<file path="config.mk">
export PLATFORM = sky130hd
export DESIGN_NAME = sys_bus_hs
export DESIGN_NICKNAME = d
export VERILOG_FILES = /design/src/rtl/sys_bus_hs.sv
export SDC_FILE = /design/constraint.sdc
export NUM_CORES = 1
export LEC_CHECK = 0
export ABC_AREA = 1
export BUFFER_PORTS_ARGS = -buffer_cell sky130_fd_sc_hd__buf_2
export CAP_MARGIN = 25
export CORE_AREA = 4 4 123 125
export CTS_CLUSTER_DIAMETER = 30
export DETAILED_ROUTE_END_ITERATION = 16
export DIE_AREA = 0 0 127 129
export PLACE_DENSITY = 0.9
export SLEW_MARGIN = 20
export SYNTH_ARGS = -nofsm -noshare
export SYNTH_HDL_FRONTEND = slang
export SYNTH_SLANG_ARGS = --single-unit
</file>
<file path="constraint.sdc">
create_clock -name clk -period 3.31 [get_ports clk]
set_input_delay 0 -clock clk [delete_from_list [all_inputs] [get_ports clk]]
set_output_delay 0 -clock clk [all_outputs]
set_load 0.01 [all_outputs]
</file>
<file path="src/rtl/sys_bus_hs.sv">
// sys_bus_hs: single-master to NUM_SLAVES request/ready bus bridge.
// The master request is latched in IDLE, routed as a one-hot s_req,
// bounded by a wait-cycle timeout, and answered with a one-cycle
// m_ready pulse that carries the error flag.
module sys_bus_hs #(
    parameter int unsigned       NUM_SLAVES  = 4,
    parameter int unsigned       DATA_W      = 32,
    parameter int unsigned       SEL_MSB     = 31,
    parameter int unsigned       SEL_LSB     = 28,
    parameter int unsigned       TIMEOUT_CYC = 255,
    parameter logic [DATA_W-1:0] ERR_RDATA   = DATA_W'(32'hDEAD_BEEF)
) (
    input  logic                         clk,
    input  logic                         rst_n,
    input  logic                         m_req,
    input  logic [31:0]                  m_addr,
    input  logic [DATA_W-1:0]            m_wdata,
    input  logic [DATA_W/8-1:0]          m_wmask,
    input  logic                         m_wen,
    output logic [DATA_W-1:0]            m_rdata,
    output logic                         m_ready,
    output logic                         m_err,
    output logic [NUM_SLAVES-1:0]        s_req,
    output logic [31:0]                  s_addr,
    output logic [DATA_W-1:0]            s_wdata,
    output logic [DATA_W/8-1:0]          s_wmask,
    output logic                         s_wen,
    input  logic [NUM_SLAVES*DATA_W-1:0] s_rdata,
    input  logic [NUM_SLAVES-1:0]        s_ready,
    output logic [15:0]                  err_count
);

    localparam int unsigned SEL_W  = SEL_MSB - SEL_LSB + 1;
    localparam int unsigned CNT_W  = (TIMEOUT_CYC < 2) ? 1 : $clog2(TIMEOUT_CYC + 1);
    localparam int unsigned MASK_W = DATA_W / 8;

    typedef enum logic [1:0] {
        IDLE,
        ACCESS,
        RESP
    } state_t;

    state_t             state, state_nxt;

    logic [SEL_W-1:0]   sel_q;
    logic [31:0]        addr_q;
    logic [DATA_W-1:0]  wdata_q;
    logic [MASK_W-1:0]  wmask_q;
    logic               wen_q;
    logic [CNT_W-1:0]   wait_cnt;
    logic               err_q;
    logic [DATA_W-1:0]  rdata_q;
    logic [15:0]        err_cnt_q;

    logic [SEL_W-1:0]   sel_d;
    logic               sel_valid;
    logic               sel_ready;
    logic [DATA_W-1:0]  sel_rdata;
    logic               timeout;
    logic               enter_resp;
    logic               nxt_err;
    logic               load_rdata;
    logic [DATA_W-1:0]  nxt_rdata;

    assign sel_d     = m_addr[SEL_MSB:SEL_LSB];
    assign sel_valid = 32'(sel_d) < NUM_SLAVES;
    assign timeout   = (wait_cnt == CNT_W'(TIMEOUT_CYC));

    assign m_ready   = (state == RESP);
    assign m_err     = (state == RESP) && err_q;
    assign m_rdata   = rdata_q;
    assign s_addr    = addr_q;
    assign s_wdata   = wdata_q;
    assign s_wmask   = wen_q ? wmask_q : '0;
    assign s_wen     = wen_q;
    assign err_count = err_cnt_q;

    // Select the addressed slave's ready/rdata; drive its request only in ACCESS
    // so an asynchronous reset of the state drops s_req at once.
    always_comb begin
        sel_ready = 1'b0;
        sel_rdata = '0;
        s_req     = '0;
        for (int unsigned i = 0; i < NUM_SLAVES; i++) begin
            if (32'(sel_q) == i) begin
                sel_ready = s_ready[i];
                sel_rdata = s_rdata[i*DATA_W +: DATA_W];
                s_req[i]  = (state == ACCESS);
            end
        end
    end

    // State register.
    always_ff @(posedge clk or negedge rst_n) begin
        if (!rst_n) begin
            state <= IDLE;
        end else begin
            state <= state_nxt;
        end
    end

    // Next-state and response decisions; ready wins over a coincident timeout.
    always_comb begin
        state_nxt  = state;
        enter_resp = 1'b0;
        nxt_err    = 1'b0;
        load_rdata = 1'b0;
        nxt_rdata  = rdata_q;
        unique case (state)
            IDLE: begin
                if (m_req) begin
                    if (sel_valid) begin
                        state_nxt = ACCESS;
                    end else begin
                        state_nxt  = RESP;
                        enter_resp = 1'b1;
                        nxt_err    = 1'b1;
                        load_rdata = 1'b1;
                        nxt_rdata  = ERR_RDATA;
                    end
                end
            end
            ACCESS: begin
                if (sel_ready) begin
                    state_nxt  = RESP;
                    enter_resp = 1'b1;
                    if (!wen_q) begin
                        load_rdata = 1'b1;
                        nxt_rdata  = sel_rdata;
                    end
                end else if (timeout) begin
                    state_nxt  = RESP;
                    enter_resp = 1'b1;
                    nxt_err    = 1'b1;
                    if (!wen_q) begin
                        load_rdata = 1'b1;
                        nxt_rdata  = ERR_RDATA;
                    end
                end
            end
            RESP: begin
                state_nxt = IDLE;
            end
            default: begin
                state_nxt = IDLE;
            end
        endcase
    end

    // Request latches, wait counter, response data/flag and saturating error count.
    always_ff @(posedge clk or negedge rst_n) begin
        if (!rst_n) begin
            sel_q     <= '0;
            addr_q    <= '0;
            wdata_q   <= '0;
            wmask_q   <= '0;
            wen_q     <= 1'b0;
            wait_cnt  <= '0;
            err_q     <= 1'b0;
            rdata_q   <= '0;
            err_cnt_q <= '0;
        end else begin
            if (state == IDLE && m_req) begin
                sel_q   <= sel_d;
                addr_q  <= m_addr;
                wdata_q <= m_wdata;
                wmask_q <= m_wmask;
                wen_q   <= m_wen;
            end
            if (state == IDLE) begin
                wait_cnt <= '0;
            end else if (state == ACCESS && !sel_ready) begin
                wait_cnt <= wait_cnt + 1'b1;
            end
            if (enter_resp) begin
                err_q <= nxt_err;
            end
            if (load_rdata) begin
                rdata_q <= nxt_rdata;
            end
            if (enter_resp && nxt_err && err_cnt_q != 16'hFFFF) begin
                err_cnt_q <= err_cnt_q + 16'd1;
            end
        end
    end

`ifndef SYNTHESIS
    // Simulation-only notice of decode misses and slave timeouts.
    always_ff @(posedge clk) begin
        if (rst_n && enter_resp && nxt_err) begin
            if (state == IDLE) begin
                $display("sys_bus_hs: decode miss, addr=%h", m_addr);
            end else begin
                $display("sys_bus_hs: slave timeout, addr=%h", addr_q);
            end
        end
    end
`endif

endmodule

</file>
======== After elaboration in Yosys (flattened, before gate mapping) ========
Cells that the tools add are included.
operators by class
  muxes and demuxes ....................... 38
  equality and inequality tests ........... 12
  reduce and logical (&&, ||, !) cells .... 12
  add/subtract/negate cells ............... 2
  $lt $le $gt $ge ......................... 1
operators by type and width
  kind                                                         number
  2-to-1 mux 32 bit                                            10
  case mux 32 bit (2 select lines)                             1
  adder 16 x 1 -> 16 bit (second input constant)               1
  2-to-1 mux 1 bit                                             16
  2-to-1 mux 8 bit                                             2
  inequality test 16 bit (second input constant)               1
  inequality test 3 bit (second input constant)                3
  adder 8 x 1 -> 8 bit (second input constant)                 1
  equality test 4 x 2 -> 1 bit (second input constant)         2
  equality test 8 bit (second input constant)                  1
  2-to-1 mux 2 bit                                             4
  AND reduction 7 bit                                          1
  case mux 1 bit (2 select lines)                              3
  logical AND 1 bit                                            5
  equality test 4 x 1 -> 1 bit (second input constant)         1
  zero test 4 bit                                              1
  less-than comparator 4 x 3 -> 1 bit (second input constant)  1
  2-to-1 mux 4 bit                                             1
  inequality test 2 bit (second input constant)                2
  case mux 2 bit (2 select lines)                              1
  nonzero test 2 bit                                           2
  equality test 2 x 1 -> 1 bit (second input constant)         1
  equality test 2 bit (second input constant)                  1
  zero test 2 bit                                              1
  other kinds (2)                                              2
word-level totals
  bits in registers ....................... 132
  bits of input ports ..................... 204
  output and inout bits ................... 123
  word-level logic and storage cells ...... 75

======== Depth between registers and ports, before layout ========
  depth in word-level cells ............... 9
  gate-level depth with buffers ........... 11

======== Least setup slack after synthesis ========
OpenSTA, ideal clock, no wires.
  path type ............................... register to register
  start ................................... reg err_cnt_q[0], in the netlist err_count[0]
  end ..................................... reg err_cnt_q[7], in the netlist err_count[7]
  data arrival time ....................... 1.757 ns
  period minus slack after synthesis ...... 1.823 ns
  stages on the path, launching flop included .. 9
  slack ................................... 1.487 ns
  setup time .............................. 0.066 ns
  data required time ...................... 3.244 ns
  buffers on the path ..................... 1
  path through ............................ dfrtp_1 -> ha_1 -> nand3_1 -> nor2_1 -> nand4_1 -> nand2_2 -> buf_2 -> nand2_1 -> nand2_1
between the ends
  cells in the longest elaborated chain, start to end .. 2
RTL lines
  item                                                                            line  RTL
  start: declaration                                                              53    logic [15:0] err_cnt_q;
  start signal: assignment                                                        182   err_cnt_q <= err_cnt_q + 16'd1;
  parallel branches: the longest is 2 deep, another holds adder 16 x 1 -> 16 bit  n/a
Parallel ways; which one is timed is not known.
A chain may end at the register's enable or synchronous reset.

======== Worst setup path after layout ========
  start ................................... reg sel_q[0]
  end ..................................... reg rdata_q[2], in the netlist m_rdata[2]
between the ends
  cells in the longest elaborated chain, start to end .. 8
RTL lines
  item                                                                                      line      RTL
  start: declaration                                                                        45        logic [SEL_W-1:0] sel_q;
  start signal: assignment                                                                  164       sel_q <= sel_d;
  zero test 4 bit                                                                           85        if (32'(sel_q) == i) begin
  2-to-1 mux 1 bit / 2-to-1 mux 32 bit (equally long branches) (4 in series)                85
  2-to-1 mux 1 bit / 2-to-1 mux 32 bit (equally long branches)                              124, 127
  case mux 1 bit (2 select lines) / 2-to-1 mux 32 bit (equally long branches)               109, 124
  AND reduction 7 bit (no line) / case mux 32 bit (2 select lines) (equally long branches)  n/a
  end signal: assignment                                                                    179       rdata_q <= nxt_rdata;
  end: declaration                                                                          52        logic [DATA_W-1:0] rdata_q;
Several ways; a longest one is shown, not always the timed one. The select of a mux whose other input is x is not followed.

==> metrics.md <==
| Metric | Value |
|---|---|
| R2R Path Start | `sel_q[0]` |
| Postcts setup bufs | `0` |
| Final hold slack | `0.0511 ns` |
| Final ANT Viol Nets | `0` |
| Overall power | `8.00 mW` |
| CP arrival | `2.87 ns` |
| Period Utilization, post-route | `0.763` |
| Critical path endpoint category | `flip-flop` |
| Worst skew pair latency | `0.41 ns` |
| Share of the synthesized area in the top cell type | `0.489` |
| Max VDD drop | `646 uV` |
| Critical setup path kind | `flip-flop to flip-flop` |
| Final Wtd Congestion | `0.915` |
| Fraction of layout cells with a size suffix above 1 | `0.298` |
| All-Layer GR Usage | `0.306` |
| Drt total wl | `25400 microns` |
| Sum Neg Setup Slack | `0 ns` |
| Core area | `13900 sq um` |
| Internal Pwr Total | `4.48 mW` |
| Power density cells | `810 nW/um^2` |
| # Max-Cap Violations | `0` |
| P_sw | `3.52 mW` |
| Starting Density | `0.472` |
| Largest net degree at the start of global routing | `90` |
| Most common cell on crit path | `nand2_1` |
| Post-Syn Area | `6550 sq um` |
| Cell Chain, Critical Path | `inv_2 > nor2_2 > nand3_1 > nand3_1 > nand3_2 > nand2_1 > nand2_2 > nand2_2 > nand2_1 > nand2_1` |
| Worst Hold Class | `primary input to flip-flop` |
| FMAX | `396 MHz` |
| Drt drc | `0` |
| Clock Path Buffers | `2` |
| Hpwl dp | `16000 microns` |
| Clock slew at reported path FFs | `0.06 ns` |
| Worst Hold Launch | `s_rdata[57]` |
| TritonCTS clock tree | `done` |
| Initial antenna violation count | `1` |
| I/O pin cnt | `327` |
| Worst Path Max Fanout | `26` |
| Rel. slew slack | `0.450` |
| Crit path launch | `sel_q[0]` |
| Final setup violation count | `0` |
| Synth area leaders | `dfrtp_1, nand2_1, nand3_1, a21oi_1, nor2_1` |
| Worst-margin pin slew | `0.826 ns` |
| Final Max Tran Viols | `0` |
| TritonCTS Buffers | `17` |
| Outcome | `finished clean` |
| Final clock skew | `0.00618 ns` |
| Seq/Total Area, Yosys | `0.489` |
| Nets | `1493` |
| Comb power frac | `0.438` |
| RSZ-0062 raised after global routing | `false` |
| Vias in the first global route | `7846` |
| Post-Syn Instances | `878` |
| Seq cells post-synth | `128` |
| Fraction of power consumed by the clock network | `0.225` |
| Vias/cell | `5.43` |
| Sw Ratio | `0.440` |
| Antenna diodes | `0` |
| Sequential fraction of design power | `0.337` |
| Minimum clock period | `2.53 ns` |
| # clock sinks | `128` |
| Warnings, synthesis | `0` |
| 1st-iter DRT viols | `800` |
| Fin. Hold Viols | `0` |
| Critical Path RT | `3.65 ns` |
| # fillers | `990` |
| R2R depth | `10` |
| Util after Layout | `0.712` |
| Port buffer count | `326` |
| Yosys cell types | `29` |
| CP max stage delay | `0.61 ns` |
| Worst Setup Start Kind | `flip-flop` |
| DIE WIDTH | `127 microns` |
| Routed vias | `8035` |
| Area delta synth->final | `50.8%` |
| Average routed wire per standard cell | `17.2 microns` |
| Row Count | `43` |
| Leak | `5.34 nW` |
| Yosys top cell by area | `dfrtp_1` |
| Dpl ws | `0.825 ns` |
| Drt pass-1 iters | `6` |
| Hold path cells | `7` |
| Grt ovf | `0` |
| Htree depth | `4` |
| Die ar. | `16400 sq um` |
| Die Y | `129 microns` |
| Clk root buf | `clkbuf_16` |
| First-pass GRT wire length | `40000 microns` |
| CP max stage cell | `dfrtp_1` |
| Net count after synthesis | `1084` |
| Syn Area/Cell | `7.46 sq um` |
| CTS resizes | `0` |
| Final worst slack | `0.784 ns` |
cells in the final DEF, fill, tap and decap left out, types with 2 or more instances in the layout:
master / count
a21oi_1: 25
buf_2: 325
buf_4: 10
clkbuf_16: 17
clkinv_2: 2
clkinv_4: 2
clkinvlp_4: 4
dfrtp_1: 128
dlygate4sd3_1: 102
ha_1: 2
inv_1: 29
inv_2: 3
inv_6: 5
nand2_1: 353
nand2_2: 7
nand3_1: 189
nand4_1: 3
nor2_1: 30
nor2_2: 2
nor2_4: 2
nor3_1: 7
o21ai_0: 20
o21ai_2: 2
o22ai_1: 5
xnor2_1: 6
xor2_1: 11
synthesized netlist by cell type:
cell type and n:
nor3_1 7, clkbuf_1 27, buf_2 11, nand3_2 1, buf_6 3, a21oi_1 25, buf_1 6, or2_2 1
nand3_1 189, xor2_1 11, o21ai_0 20, o32ai_1 1, xnor2_1 6, inv_2 3, nand4_1 3, o21bai_1 1
nor2_4 1, nor2_1 31, o22ai_1 5, nand2_1 354, nand3_4 1, o21ai_2 2, nor2_2 2, ha_1 2
nor4_1 1, inv_1 29, buf_4 1, dfrtp_1 128, nand2_2 6
what timing repair did:
item | 4_1_cts | 5_1_grt
hold buffers | 102 | 0
endpoints found under the hold margin | 147 | 0
endpoints found under the setup margin | 0 | 0
power groups by stage:
stage,clock (mW),sequential (mW),combinational (mW)
after global placement,0,2.62,3.18
after detailed placement,0,2.63,3.29
final,1.80,2.69,3.51
after CTS,1.82,2.63,3.39
after floorplan,0,2.83,1.79
after global routing,1.90,2.75,3.86
stage by stage:
| stage | cells | area (sq um) |
|---|---|---|
| 2_1_floorplan | 878 | 6550 |
| 3_3_place_gp | 1346 | 8290 |
| 3_5_place_dp | 1346 | 8290 |
| 4_1_cts | 1480 | 9880 |
| 5_1_grt | 1480 | 9880 |
| 6_report | 1480 | 9880 |
flip-flops by register name, summed over array words and instances, names as in the netlist:
register	count
s_wen	1
wait_cnt	8
m_rdata	32
err_count	16
err_q	1
s_wdata	32
state	2
sel_q	4
wmask_q	4
s_addr	28
area by class of cell:
type | count | area [sq um] | share of cell area
clock buffers | 18 | 439 | 0.0444
clock inverters | 14 | 131 | 0.0133
inverters | 32 | 120 | 0.0122
multi-input cells | 670 | 3020 | 0.306
flip-flops and latches | 128 | 3200 | 0.324
well taps | 180 | 225 | 0.0228
repair buffers | 438 | 2740 | 0.278
worst max-delay path: cells and delay by family, from the launching register on:
kind	cells	cell delay [ns]
buffers and inverters	1	0.12
DFF	1	0.61
and+or+nand+nor	9	1.72
path summary, 6_finish.rpt:
kind	slack (ns)	endpoint
worst max register to register	0.78	m_rdata[2]
worst min register to register	0.47	m_rdata[3]
max in group asynchronous	2.34	m_rdata[7]
min in group asynchronous	0.15	s_wdata[2]
worst min-delay path	0.05	m_rdata[25]
worst max-delay path	0.78	m_rdata[2]
metal layers:
| layer | wire length [microns] | vias up | GRT usage |
|---|---|---|---|
| met4 | 1070 | 2 | 0.150 |
| met5 | 13 | - | 0 |
| met1 | 9150 | 3720 | 0.354 |
| met3 | 2600 | 85 | 0.0797 |
| met2 | 12600 | 548 | 0.529 |
| li1 | - | 3680 | - |
kinds of logic (layout without fill, tap and decap cells):
family / Yosys count / count (layout) / share of synthesized area
compound gates: 54 / 54 / 0.0443
buf+inv: 80 / 502 / 0.0519
flops: 128 / 128 / 0.489
fa+ha+maj: 2 / 2 / 0.00382
xor+xnor: 17 / 17 / 0.0227
simple gates: 597 / 597 / 0.389
(Power assumes the default switching activity.)
